### src/rtl/ldq_cam_ctrl.sv
// ldq_cam_ctrl -- load-queue address CAM controller and search-port scheduler.
//
// After reset the controller sweeps the CAM, writing zero to two entries per
// cycle. It then forwards two-lane load-address writes to the CAM.
// The two CAM tag-search ports are shared among NUM_REQ requesters through a
// round-robin scan. Each granted search returns a registered match vector,
// masked by the occupied-entry mask, one cycle after the grant.
//
// Ports:
//   clk, reset            clock, asynchronous active-low reset
//   ready_o               init sweep finished; writes and searches accepted
//   reqValid_i/reqTag_i   per-requester search request and tag
//   reqReady_o            per-requester grant (combinational)
//   rspValid_o/rspVect_o  per-requester registered result
//   entryValid_i          occupied-entry mask applied to every result
//   wrValid_i/wrAddr_i/wrData_i, wrReady_o   two-lane address write
//   camTag*_o, camVect*_i                    CAM search ports
//   camWe*_o, camWrAddr*_o, camWrData*_o     CAM write ports
//
// Optional build macro: LDQ_WR_BYPASS_EN
//   When defined, each result is corrected for writes in the same cycle, so a
//   search sees the post-write contents. Lane 0 is applied first and lane 1
//   second, so lane 1 wins. When undefined, same-cycle writes are invisible to
//   the search.

module ldq_cam_ctrl #(
  parameter int DEPTH   = 16,
  parameter int INDEX   = 4,
  parameter int WIDTH   = 8,
  parameter int NUM_REQ = 3
) (
  input  logic                     clk,
  input  logic                     reset,
  output logic                     ready_o,
  input  logic [NUM_REQ-1:0]       reqValid_i,
  input  logic [NUM_REQ*WIDTH-1:0] reqTag_i,
  output logic [NUM_REQ-1:0]       reqReady_o,
  output logic [NUM_REQ-1:0]       rspValid_o,
  output logic [NUM_REQ*DEPTH-1:0] rspVect_o,
  input  logic [DEPTH-1:0]         entryValid_i,
  input  logic [1:0]               wrValid_i,
  input  logic [2*INDEX-1:0]       wrAddr_i,
  input  logic [2*WIDTH-1:0]       wrData_i,
  output logic                     wrReady_o,
  output logic [WIDTH-1:0]         camTag0_o,
  output logic [WIDTH-1:0]         camTag1_o,
  input  logic [DEPTH-1:0]         camVect0_i,
  input  logic [DEPTH-1:0]         camVect1_i,
  output logic                     camWe0_o,
  output logic                     camWe1_o,
  output logic [INDEX-1:0]         camWrAddr0_o,
  output logic [INDEX-1:0]         camWrAddr1_o,
  output logic [WIDTH-1:0]         camWrData0_o,
  output logic [WIDTH-1:0]         camWrData1_o
);

  localparam int RR_W = (NUM_REQ > 2) ? $clog2(NUM_REQ) : 1;

  localparam logic [0:0] ST_INIT = 1'b0;
  localparam logic [0:0] ST_RUN  = 1'b1;

  logic [0:0]       state;
  logic [INDEX-1:0] init_ptr;
  logic [RR_W-1:0]  rr_ptr;
  logic             init_last;

  logic [INDEX-1:0] wr_addr0;
  logic [INDEX-1:0] wr_addr1;
  logic [WIDTH-1:0] wr_data0;
  logic [WIDTH-1:0] wr_data1;
  logic [1:0]       wr_lane;

  logic [WIDTH-1:0] req_tag [NUM_REQ];

  logic [RR_W:0]        scan_sum;
  logic [RR_W-1:0]      scan_idx;
  logic [NUM_REQ-1:0]   grant_p0;
  logic                 port0_vld_p0;
  logic                 port1_vld_p0;
  logic [RR_W-1:0]      port0_idx_p0;
  logic [RR_W-1:0]      port1_idx_p0;
  logic [RR_W-1:0]      last_idx_p0;
  logic [RR_W-1:0]      rr_next_p0;
  logic [DEPTH-1:0]     port0_vect_p0;
  logic [DEPTH-1:0]     port1_vect_p0;

`ifdef LDQ_WR_BYPASS_EN
  // Overlay same-cycle writes onto a match vector: lane 0 first, lane 1 last.
  function automatic logic [DEPTH-1:0] wr_bypass(
    input logic [DEPTH-1:0] vect,
    input logic [WIDTH-1:0] tag,
    input logic [1:0]       lane,
    input logic [INDEX-1:0] addr0,
    input logic [INDEX-1:0] addr1,
    input logic [WIDTH-1:0] data0,
    input logic [WIDTH-1:0] data1,
    input logic [DEPTH-1:0] valid
  );
    logic [DEPTH-1:0] res;
    res = vect;
    if (lane[0]) res[addr0] = (data0 == tag) & valid[addr0];
    if (lane[1]) res[addr1] = (data1 == tag) & valid[addr1];
    return res;
  endfunction
`endif

  assign init_last = (init_ptr == INDEX'(DEPTH - 2));

  assign wr_addr0 = wrAddr_i[INDEX-1:0];
  assign wr_addr1 = wrAddr_i[2*INDEX-1:INDEX];
  assign wr_data0 = wrData_i[WIDTH-1:0];
  assign wr_data1 = wrData_i[2*WIDTH-1:WIDTH];

  // Everything outside the init sweep is held off until ready_o, which lags
  // the INIT->RUN transition by one edge.
  assign wr_lane   = wrValid_i & {2{ready_o}};
  assign wrReady_o = ready_o;

  always_comb begin
    for (int r = 0; r < NUM_REQ; r++) begin
      req_tag[r] = reqTag_i[r*WIDTH +: WIDTH];
    end
  end

  // ---- stage p0: FSM, init sweep, write forwarding ----
  always_ff @(posedge clk or negedge reset) begin
    if (!reset) begin
      state    <= ST_INIT;
      init_ptr <= '0;
      ready_o  <= 1'b0;
      rr_ptr   <= '0;
    end else begin
      ready_o <= (state == ST_RUN);
      if (state == ST_INIT) begin
        init_ptr <= init_ptr + INDEX'(2);
        if (init_last) begin
          state    <= ST_RUN;
          init_ptr <= '0;
        end
      end
      if (|grant_p0) rr_ptr <= rr_next_p0;
    end
  end

  always_comb begin
    camWe0_o     = 1'b0;
    camWe1_o     = 1'b0;
    camWrAddr0_o = '0;
    camWrAddr1_o = '0;
    camWrData0_o = '0;
    camWrData1_o = '0;
    if (state == ST_INIT) begin
      camWe0_o     = 1'b1;
      camWe1_o     = 1'b1;
      camWrAddr0_o = init_ptr;
      camWrAddr1_o = init_ptr + INDEX'(1);
    end else begin
      // Same-address collision: drop lane 0 so lane 1's data lands.
      camWe0_o     = wr_lane[0] & ~(wr_lane[1] & (wr_addr0 == wr_addr1));
      camWe1_o     = wr_lane[1];
      camWrAddr0_o = wr_addr0;
      camWrAddr1_o = wr_addr1;
      camWrData0_o = wr_data0;
      camWrData1_o = wr_data1;
    end
  end

  // Round-robin scan starting at rr_ptr: first valid -> port 0, second -> port 1.
  always_comb begin
    scan_sum     = '0;
    scan_idx     = '0;
    grant_p0     = '0;
    port0_vld_p0 = 1'b0;
    port1_vld_p0 = 1'b0;
    port0_idx_p0 = '0;
    port1_idx_p0 = '0;
    last_idx_p0  = '0;
    for (int i = 0; i < NUM_REQ; i++) begin
      scan_sum = {1'b0, rr_ptr} + (RR_W+1)'(i);
      if (scan_sum >= (RR_W+1)'(NUM_REQ)) scan_sum = scan_sum - (RR_W+1)'(NUM_REQ);
      scan_idx = scan_sum[RR_W-1:0];
      if (ready_o && reqValid_i[scan_idx]) begin
        if (!port0_vld_p0) begin
          port0_vld_p0       = 1'b1;
          port0_idx_p0       = scan_idx;
          grant_p0[scan_idx] = 1'b1;
          last_idx_p0        = scan_idx;
        end else if (!port1_vld_p0) begin
          port1_vld_p0       = 1'b1;
          port1_idx_p0       = scan_idx;
          grant_p0[scan_idx] = 1'b1;
          last_idx_p0        = scan_idx;
        end
      end
    end
    rr_next_p0 = (last_idx_p0 == RR_W'(NUM_REQ - 1)) ? '0 : last_idx_p0 + RR_W'(1);
  end

  assign reqReady_o = grant_p0;
  assign camTag0_o  = port0_vld_p0 ? req_tag[port0_idx_p0] : '0;
  assign camTag1_o  = port1_vld_p0 ? req_tag[port1_idx_p0] : '0;

`ifdef LDQ_WR_BYPASS_EN
  assign port0_vect_p0 = wr_bypass(camVect0_i & entryValid_i, camTag0_o, wr_lane,
                                   wr_addr0, wr_addr1, wr_data0, wr_data1, entryValid_i);
  assign port1_vect_p0 = wr_bypass(camVect1_i & entryValid_i, camTag1_o, wr_lane,
                                   wr_addr0, wr_addr1, wr_data0, wr_data1, entryValid_i);
`else
  assign port0_vect_p0 = camVect0_i & entryValid_i;
  assign port1_vect_p0 = camVect1_i & entryValid_i;
`endif

  // ---- stage p1: registered responses; non-granted vectors hold ----
  always_ff @(posedge clk or negedge reset) begin
    if (!reset) begin
      rspValid_o <= '0;
      rspVect_o  <= '0;
    end else begin
      rspValid_o <= grant_p0;
      for (int r = 0; r < NUM_REQ; r++) begin
        if (port0_vld_p0 && (port0_idx_p0 == RR_W'(r))) begin
          rspVect_o[r*DEPTH +: DEPTH] <= port0_vect_p0;
        end else if (port1_vld_p0 && (port1_idx_p0 == RR_W'(r))) begin
          rspVect_o[r*DEPTH +: DEPTH] <= port1_vect_p0;
        end
      end
    end
  end

endmodule

### config.mk
export PLATFORM = sky130hd
export DESIGN_NAME = ldq_cam_ctrl
export DESIGN_NICKNAME = d
export VERILOG_FILES = /design/src/rtl/ldq_cam_ctrl.sv
export SDC_FILE = /design/constraint.sdc
export NUM_CORES = 1
export LEC_CHECK = 0
export ABC_AREA = 1
export BUFFER_PORTS_ARGS = -buffer_cell sky130_fd_sc_hd__buf_2
export CAP_MARGIN = 40
export CORE_ASPECT_RATIO = 0.7
export CORE_MARGIN = 8
export CORE_UTILIZATION = 47
export CTS_CLUSTER_SIZE = 20
export DETAILED_ROUTE_END_ITERATION = 8
export PLACE_DENSITY = 0.89
export RECOVER_POWER = 50
export REMOVE_ABC_BUFFERS = 1
export SLEW_MARGIN = 0
export SYNTH_ARGS = -nofsm -noshare
export SYNTH_HDL_FRONTEND = slang
export SYNTH_SLANG_ARGS = --single-unit
### constraint.sdc
create_clock -name clk -period 3.45 [get_ports clk]
set_input_delay 0.345 -clock clk [delete_from_list [all_inputs] [get_ports clk]]
set_output_delay 0.345 -clock clk [all_outputs]
set_load 0.01 [all_outputs]
After elaboration in Yosys (flattened, before gate mapping)

Index checks and enable logic that the tools add are counted.

Input bits: 103
Logic and storage cells: 127
Flip-flop bits (word level): 59

Add/subtract/negate cells: 8
Equality and inequality tests: 7
Bitwise gates (word level): 10
$lt $le $gt $ge: 11
Reductions and logical operators: 18
Muxes and demuxes: 65

Operators by type and width:

| kind                                                                          | number |
|---|---|
| 16-bit 2-to-1 mux                                                             | 6 |
| 8-bit 2-to-1 mux                                                              | 8 |
| 2-bit 2-to-1 mux                                                              | 18 |
| 16-bit bitwise AND                                                            | 2 |
| 8-bit binary-select mux with 2-bit select                                     | 2 |
| 1-bit 2-to-1 mux                                                              | 17 |
| 3-bit 2-to-1 mux                                                              | 5 |
| 1-bit logical AND                                                             | 12 |
| 4-bit 2-to-1 mux                                                              | 3 |
| 2-bit by 3-bit less-than comparator with 1-bit output (second input constant) | 3 |
| 1-bit binary-select mux with 2-bit select                                     | 3 |
| 1-bit demux with 2-bit select                                                 | 3 |
| 2-bit == test (second input constant)                                         | 3 |
| 2-bit by 1-bit >= comparator with 1-bit output (second input constant)        | 3 |
| 3-bit by 2-bit >= comparator with 1-bit output (second input constant)        | 2 |
| 3-bit >= comparator (second input constant)                                   | 2 |
| 2-bit inverter with 3-bit output                                              | 2 |
| 3-bit OR                                                                      | 2 |
| 2-bit nonzero test                                                            | 3 |
| 2-bit subtractor (second input constant)                                      | 3 |
| 4-bit by 1-bit adder with 4-bit output (second input constant)                | 1 |
| 4-bit by 2-bit adder with 4-bit output (second input constant)                | 1 |
| 2-bit by 1-bit == test with 1-bit output (second input constant)              | 2 |
| 4-bit == test                                                                 | 1 |
| other kinds (10)                                                              | 12 |

Longest topological paths before layout

Gate-level depths: netlist of run 1.

Depth after elaboration: 16
Gate-level depth with buffers: 17
Gate-level depth less buffers: 16

Least setup slack after synthesis of run 1

No wires, ideal clock.

Kind: register to output
From: reg rr_ptr[0]
To: out camTag0_o[3]
Data required time: 3,105 ps
Slack: 829 ps
Arrival time: 2,276 ps
Stages on the path, launching flop included: 18
Cells stage by stage: dfrtp_1 > inv_1 > ha_1 > inv_2 > nand2_1 > nand2_1 > nand2_2 > nor2_4 > nand2_1 > nand2_1 > nand2_1 > nand2_2 > nand2_2 > buf_6 > nand2_2 > buf_6 > o21ai_0 > a21oi_1

Cells in the longest elaborated chain, start to end: 15
Elaborated cells on any way between the ends: 33
Those cells by class: 5 x add/sub; 3 x order compare; 21 x mux; 1 x bitwise; 3 x reduce/logical

RTL lines:

| element                                                                         | line | source |
|---|---|---|
| from (decl)                                                                     | 64   | `logic [RR_W-1:0] rr_ptr;` |
| from (signal assigned)                                                          | 141  | `if (\|grant_p0) rr_ptr <= rr_next_p0;` |
| branches (longest 14 deep; another with 2-bit by 1-bit adder with 3-bit output) | -    |  |
| 8-bit 2-to-1 mux (*)                                                            | 200  | `assign camTag0_o = port0_vld_p0 ? req_tag[port0_idx_p0] : '0;` |
| to (decl)                                                                       | 45   | `output logic [WIDTH-1:0] camTag0_o,` |

Every way passes the cells marked *. The select of a mux whose other input is x is not followed.

Worst setup path in the final report of run 1

From: reg rr_ptr[0]
To: out camTag1_o[1]

Cells in the longest elaborated chain, start to end: 16
Elaborated cells on any way between the ends: 36
Those cells by class: 5 x add/sub; 3 x order compare; 24 x mux; 1 x bitwise; 3 x reduce/logical

RTL lines:

| element                                                                         | line | source |
|---|---|---|
| branches (longest 15 deep; another with 2-bit by 1-bit adder with 3-bit output) | -    |  |
| 8-bit 2-to-1 mux (*)                                                            | 201  | `assign camTag1_o = port1_vld_p0 ? req_tag[port1_idx_p0] : '0;` |
| to (decl)                                                                       | 46   | `output logic [WIDTH-1:0] camTag1_o,` |

Marks and branches as above.

==> impl_metrics.toml, run 1 <==
[status]
status = "completed"

[logic_synthesis]
synth_top_area_cell = "dfrtp_1"
ys_types = 30
synthMuxAreaShare_pct = 0
yosys.area_share.xor_xnor_pct = 0.436
netlist_area_um2 = 4020
synth_top_family_by_area = "simple AND/OR/NAND/NOR gates"
synthAdderAreaFrac_pct = 1.56
synth_compound_area_share_pct = 12.3
ys_warn_count = 0
yosys-top-cells-area = "dfrtp_1 (36%), nand2_1 (16%), nand3_1 (16%), inv_1 (6.7%), o21ai_0 (4.2%)"
netlist_instances = 583
synth_top_area_share_pct = 36.1
yosysSeqAreaShare_pct = 36.1
synth-seq-cells = 58
synthSimpleGateAreaFrac_pct = 38.4
syn_avg_cell_area_um2 = 6.89

[layout]
final_common_cell = "nand2_1"
n_antenna_cell = 0
layout-drive-gt1-share_pct = 28.0
final_cell_mix = "nand2_1 (174), buf_2 (154), nand3_1 (128)"
final_core_util_pct = 64.4
final_cell_area_um2 = 5390
fin_nets = 890
syn_to_final_growth_pct = 34.1

[worst_hold_path]
hp-class = "primary input to asynchronous set/reset pin"

[floorplan]
start_util_pct = 48.0
dieArea_um2 = 11800
die_y_um = 93.4
die_w_um = 127
num_io_pins = 201
coreArea_um2 = 8370
rows = 28

[worst_setup_path]
required_ps = 3110
critPathKind = "flip-flop to output pin"
r2r-start = "rr_ptr[0]$_DFFE_PN0P_"
start_kind = "flip-flop"
worstSetupEndpointType = "output pin"
slowest_delay_ps = 400
cpMostUsedCell = "nand2_1"
crit_fanout = 13
startpoint = "rr_ptr[0]$_DFFE_PN0P_"
cpMaxStageDelayCell = "dfrtp_1"
path_cells = "inv_1 -> ha_2 -> nand2_1 -> nand2_1 -> nor2_1 -> nor2_4 -> nand2_4 -> nand3_1 -> nand2_1 -> nand2_1 -> inv_2 -> buf_4 -> nand2_1 -> a21oi_1 -> buf_2"
r2r_cells = 15
arrival_ps = 2920

[global_routing]
grt.overflow.total = 0
grt_pass1_vias = 4597
grt_start_max_net_pins = 29
grt_antenna_before_repair = 0
grt_pass1_wl_um = 23500
grtUsageTotal_pct = 24.7

[power]
vdd_drop_max_v = 0.000964
power-per-cell-area_nw_per_um2 = 1360
p_total_mw = 7.34
leakage_nw = 3.09

[sta]
final-hold-violation-count = 0
fin_skew_ps = 3.17
tns_ps = 0
slew_headroom_pct = 16.0
fmax_mhz = 306
tightest_slew_ps = 1260
period_needed_ps = 3270
timing.final.crit_share_pct = 94.7
drv_slew = 0
setup_viol = 0
rsz0062_at_grt = "yes"

[place]
place_congestion = 1.01
portBuffers = 200
dp_hpwl_um = 11400
placed_cell_area_um2 = 5120

[route]
vias_per_cell = 5.44
wire_per_inst_um = 16.6
vias = 4849
first_pass_iters = 5
detail-route-antenna-nets = 0
drt_iter0_markers = 334
wl_um = 14800
drcViolationCount = 0

[cts]
cts_made_buffers = 9
cts-root-buf = "clkbuf_16"
clkSinkCount = 58
cts_buffer_depth = 2
clock_latency_ps = 330
htreeDepth = 3
hold_buffers = 0
clk_pin_slew_ps = 50
cts_tree = "done"

[run]
drv_cap = 0
## worst paths after layout
kind | to | slack (ps)
setup / recovery | camTag1_o[1] | 180
hold / removal | rspValid_o[0]$_DFF_PN0_ | 270
setup reg to reg | rspVect_o[2]$_DFFE_PN0P_ | 510
hold reg to reg | rspVect_o[8]$_DFFE_PN0P_ | 500
max in group asynchronous | rspVect_o[46]$_DFFE_PN0P_ | 1510
min in group clk | rspVect_o[16]$_DFFE_PN0P_ | 320
## where the power goes
part           switching, mW  internal, mW  total [mW]
registers              0.140         0.971        1.11
clock network          0.306         0.575       0.881
logic                   3.67          1.68        5.35
total                   4.11          3.23        7.34
## stage by stage
stage / setup slack, ps / instances / hold WS (ps)
after global placement: 404 / 876 / 339
after detailed placement: 386 / 876 / 348
final: 183 / 892 / 273
after CTS: 24.0 / 892 / 3.27
after floorplan: 388 / 553 / 49.4
after global routing: -5.36 / 892 / 336
## critical path, delay by kind of cell (launching register included)
kind,cells,cell delay [ps]
compound gates,1,140
fa+ha+maj,1,330
flops,1,400
buf+inv,4,790
simple gates,9,920
## cells by family after synthesis
group | Yosys count
flops | 58
compound gates | 77
fa+ha+maj | 5
buf+inv | 105
simple gates | 336
xor+xnor | 2
## repair_timing
item	4_1_cts	5_1_grt
hold endpoints to repair	0	0
gates resized for setup	0	9
setup buffers	0	0
endpoints found under the setup margin	0	16
## metal layers
metal	track usage, %	routed length, um
met2	38.8	6960
met4	7.68	250
met5	0	0
met1	32.2	6040
met3	7.22	1560
## cells in the mapped netlist, drive strengths merged
master  instances
a21boi          1
a21oi          18
a31oi           1
buf            21
clkbuf          9
dfrtp          58
ha              5
inv            75
nand2         180
nand3         131
nand4           4
nor2           20
nor3            1
o211ai         18
o21ai          37
o22ai           2
xnor2           2
## registers in the layout (all words and copies together) (netlist names)
| name | count |
|---|---|
| rspVect_o | 48 |
| init_ptr | 3 |
| rspValid_o | 3 |
| rr_ptr | 2 |
| ready_o | 1 |
| state | 1 |
## layout make-up
type                            instances  area, um2
Clock buffer                           11        243
Clock inverter                          5       53.8
Fill cell                             802       2980
Inverter                               75        284
Multi-Input combinational cell        420       2150
Sequential cell                        58       1450
Tap cell                              105        131
Timing Repair Buffer                  218       1070
(Power assumes the default switching activity.)
==> run 2, diff against run 1 <==
- REMOVE_ABC_BUFFERS: 1 -> not set
==> impl_metrics.toml, run 2 (synthesis gave the netlist of run 1 again) <==
[cts]
hold_buffers = 0
clock_latency_ps = 330
cts_made_buffers = 9
clk_pin_slew_ps = 50
cts-root-buf = "clkbuf_16"
cts_tree = "done"
cts_buffer_depth = 2
htreeDepth = 3
clkSinkCount = 58

[global_routing]
grt.overflow.total = 0
grt_pass1_wl_um = 22800
grtUsageTotal_pct = 23.9
grt_start_max_net_pins = 36
grt_pass1_vias = 4572
grt_antenna_before_repair = 0

[layout]
final_cell_area_um2 = 5410
fin_nets = 889
largest_reg_flops = 48
layout-drive-gt1-share_pct = 28.1
n_antenna_cell = 0
final_common_cell = "nand2_1"
seq_area_um2 = 1450
fin_cells = 891
top_register = "rspVect_o"
final_core_util_pct = 64.7
final_cell_mix = "nand2_1 (173), buf_2 (155), nand3_1 (128)"
syn_to_final_growth_pct = 34.7
multi_input_area_um2 = 2160
reg.largest.list = "rspVect_o: 48 flops, init_ptr: 3 flops, rspValid_o: 3 flops"
num-fill-cells = 761

[worst_setup_path]
slowest_delay_ps = 410
arrival_ps = 2900
path_cells = "inv_1 -> ha_2 -> inv_2 -> nand2_1 -> nand2_1 -> nand2_2 -> nor2_4 -> nand2_1 -> nand2_1 -> nand2_1 -> nand2_2 -> nand2_4 -> nor2_4 -> nand2_1 -> a21oi_2 -> buf_2"
crit_family = "simple AND/OR/NAND/NOR gates"
critPathKind = "flip-flop to output pin"
cpMaxStageDelayCell = "dfrtp_1"
crit_fanout = 12
worstSetupEndpointType = "output pin"
cpMostUsedCell = "nand2_1"
start_kind = "flip-flop"
required_ps = 3110
critical_path_buf_inv_count = 3

[worst_hold_path]
hp-class = "primary input to flip-flop"

[sta]
final-hold-violation-count = 0
setup_viol = 0
tightest_slew_ps = 1930
fin_ws_ps = 201
fmax_mhz = 308
fin_skew_ps = 6.69
timing.final.crit_share_pct = 94.2
slew_headroom_pct = -28.8
hold_ws_ps = 336
period_needed_ps = 3250
drv_slew = 36

[power]
vdd_drop_max_v = 0.00136
power-per-cell-area_nw_per_um2 = 1350
leakage_nw = 3.10

[place]
dp.cells = 871
place_congestion = 0.956
placed_cell_area_um2 = 5080
portBuffers = 200
dp_slack_ps = 356
dp_hpwl_um = 11100

[floorplan]
dieArea_um2 = 11800
coreArea_um2 = 8370
rows = 28
die_w_um = 127
num_io_pins = 201
die_y_um = 93.4
start_util_pct = 48.0

[route]
wire_per_inst_um = 16.1
drt_iter0_markers = 446
first_pass_iters = 5
vias = 4794
vias_per_cell = 5.38
drcViolationCount = 0
wl_um = 14400
detail-route-antenna-nets = 0

[run]
drv_cap = 1

[status]
status = "complete, but fails checks"
violations = "max-capacitance violations, max-slew violations"

[logic_synthesis]
synth.net_count = 691
run 2: timing repair:
item / in CTS / in global routing
setup endpoints to repair: 0 / 15
resized for setup: 0 / 9
buffers inserted: 0 / 3
run 2: path summary, 6_finish.rpt:
path | from | to | slack, ps | depth (start not counted)
min in group asynchronous | reset | rspVect_o[19]$_DFFE_PN0P_ | 550 | 1
worst min register to register | rspVect_o[5]$_DFFE_PN0P_ | rspVect_o[5]$_DFFE_PN0P_ | 510 | 2
worst min-delay path | camVect0_i[9] | rspVect_o[25]$_DFFE_PN0P_ | 340 | 3
worst max register to register | rr_ptr[0]$_DFFE_PN0P_ | rspVect_o[14]$_DFFE_PN0P_ | 300 | 12
max in group asynchronous | reset | rspVect_o[12]$_DFFE_PN0P_ | 960 | 2
worst max-delay path | rr_ptr[0]$_DFFE_PN0P_ | camTag0_o[1] | 200 | 16
run 2: area by class of cell:
type	count	share of cell area, %
multi-input combinational	421	39.9
clock buffer	12	4.74
timing repair buffer	216	19.6
tap	105	2.43
inverter	75	5.20
sequential	58	26.8
clock inverter	4	1.36
run 2: metrics by stage:
stage	power [mW]	setup TNS (ps)
4_1_cts	7.14	0
6_report	7.30	0
3_3_place_gp	6.02	0
3_5_place_dp	6.13	0
5_1_grt	7.89	-27.6
2_1_floorplan	4.63	0
run 2: metal layers:
layer	up-vias	part of all wire (%)	track usage, %	routed length [um]
met4	0	1.1	6.28	155
met2	305	44	36.4	6350
li1	2303	-	-	-
met5	-	0	0	0
met1	2167	41	30.0	5880
met3	19	14	10.9	1970
run 2: worst register-to-register path, delay by kind of cell, from the launching register on:
kind	cells	cell delay [ps]
simple gates	9	2060
flops	1	410
fa+ha+maj	1	320
buf+inv	2	230
run 2: power by group:
group	leakage [nW]	switching (mW)	internal (mW)
registers	0.745	0.149	0.971
clock network	0.163	0.315	0.671
logic	2.20	3.55	1.64
total	3.10	4.02	3.28
==> run 3, diff against run 2 <==
- BUFFER_PORTS_ARGS: -buffer_cell sky130_fd_sc_hd__buf_2 -> not set
- CORE_UTILIZATION: 47 -> 60
- DONT_BUFFER_PORTS: not set -> 1
- PLACE_DENSITY: 0.89 -> 0.83
==> impl_metrics.toml, run 3 (synthesis gave the netlist of run 1 again) <==
[sta]
fmax_mhz = 307
timing.final.crit_share_pct = 94.4
final-hold-violation-count = 0
slew_headroom_pct = -70.3
tightest_slew_ps = 2560
tns_ps = 0
fin_ws_ps = 194
setup_viol = 0
period_needed_ps = 3260
fin_skew_ps = 9.54
drv_slew = 59

[route]
wire_per_inst_um = 19.7
detail-route-antenna-nets = 0
first_pass_iters = 6
drt_iter0_markers = 357
wl_um = 13400
vias = 4207
vias_per_cell = 6.17
drcViolationCount = 0

[place]
place_congestion = 0.890
dp_hpwl_um = 10100
portBuffers = 0
dp_slack_ps = 189
dp.cells = 660

[cts]
clk_pin_slew_ps = 70
clkSinkCount = 58
htreeDepth = 3
clock_latency_ps = 340
cts_buffer_depth = 2
cts_made_buffers = 9
cts_tree = "done"
cts-root-buf = "clkbuf_8"

[global_routing]
grt.overflow.total = 0
grt_pass1_wl_um = 21100
top_usage_layer = "met2"
grt_antenna_before_repair = 0
grt_util_met1_pct = 34.1
grt_util_met2_pct = 42.3
gr-usage-met3_pct = 11.3
grt_start_max_net_pins = 59
grt_pass1_vias = 3980
grtUsageTotal_pct = 27.3

[floorplan]
num_io_pins = 201
start_util_pct = 60.6
dieArea_um2 = 9610
die_w_um = 114
rows = 25
die_y_um = 84.5
coreArea_um2 = 6630

[worst_setup_path]
ff2ff_setup_slack_ps = 210
reg2reg_to = "rspVect_o[35]$_DFFE_PN0P_"
arrival_ps = 2910
required_ps = 3110
r2r_cells = 17
worstSetupEndpointType = "output pin"
crit_fanout = 12
start_kind = "flip-flop"
critPathKind = "flip-flop to output pin"
r2r-start = "rr_ptr[0]$_DFFE_PN0P_"

[layout]
top_register = "rspVect_o"
n_antenna_cell = 0
syn_to_final_growth_pct = 8.84
largest_reg_flops = 48
layout-drive-gt1-share_pct = 12.8
final_core_util_pct = 66.0
fin_cells = 682
final_common_cell = "nand2_1"
fin_nets = 691
reg.largest.list = "rspVect_o: 48 flops, init_ptr: 3 flops, rspValid_o: 3 flops"
num-fill-cells = 601
final_cell_mix = "nand2_1 (173), nand3_1 (128), inv_1 (72)"

[run]
drv_cap = 1

[worst_hold_path]
hold-path-endpoint = "rspVect_o[18]$_DFFE_PN0P_"
hp-class = "primary input to flip-flop"
holdCritStartpoint = "entryValid_i[2]"
holdPathStages = 2

[status]
violations = "max-capacitance violations, max-slew violations"
status = "complete, but fails checks"

[logic_synthesis]
synth.net_count = 691
[run 3: changes by cell type in the layout (fill, tap and decap cells not counted), sizes merged]
cell	previous run	this run
buf	169	17
bufinv	2	0
clkbuf	59	11
clkinv	2	3
clkinvlp	0	2
dlygate4sd3	0	1
dlymetal6s4s	0	1
nor2	21	20
[run 3: layer usage]
layer,share of wire [%],vias to the layer above
met1,38,1995
met5,0,-
met4,1.1,0
met2,46,286
met3,15,20
li1,-,1906
[run 3: worst max path at each step]
stage / start / endpoint / slack, ps / cells past startpoint
floorplan: rr_ptr[0]$_DFFE_PN0P_ / camTag0_o[3] / 830 / 17
global placement: rr_ptr[0]$_DFFE_PN0P_ / rspVect_o[45]$_DFFE_PN0P_ / 230 / 17
detailed placement: rr_ptr[0]$_DFFE_PN0P_ / rspVect_o[35]$_DFFE_PN0P_ / 190 / 17
CTS: rr_ptr[0]$_DFFE_PN0P_ / camTag1_o[2] / 30 / 14
global route: rr_ptr[0]$_DFFE_PN0P_ / camTag0_o[6] / -1 / 16
finish: rr_ptr[0]$_DFFE_PN0P_ / camTag1_o[0] / 190 / 14
[run 3: what timing repair did]
action | in CTS | in global routing
pin swaps | 1 | 1
setup endpoints to repair | 2 | 32
endpoints found under the hold margin | 58 | 0
buffers inserted | 3 | 1
resized for setup | 3 | 19
cloned | 0 | 0
hold buffers | 2 | 0
[run 3: metrics by stage]
step	hold slack [ps]	area, um2
detailed placement	51.2	4070
CTS	190	4310
floorplan	49.4	4020
global route	198	4370
global placement	51.0	4070
finish	202	4370
[run 3: cell type report]
cell class / count / area [um2] / share of cell area, %
clock buffers: 11 / 141 / 3.23
clock inverters: 5 / 30.0 / 0.686
inverters: 75 / 287 / 6.55
multi-input cells: 420 / 2190 / 50.0
flip-flops and latches: 58 / 1450 / 33.2
well taps: 94 / 118 / 2.69
repair buffers: 19 / 161 / 3.69
[run 3: worst max-delay path, stage by stage (launching register included)]
cell and delay (ps):
dfrtp_1 420, inv_1 100, ha_2 320, inv_2 140, nand2_1 70, nand2_1 110
nand2_2 80, nor2_4 210, nand3_1 150, nor2_1 240, inv_1 130, nand2_4 180
o21ai_0 100, a21oi_1 160, buf_4 150
Power of run 3 is not shown: default switching activity piles up to over one toggle a cycle in this logic, so the estimate is an artifact.
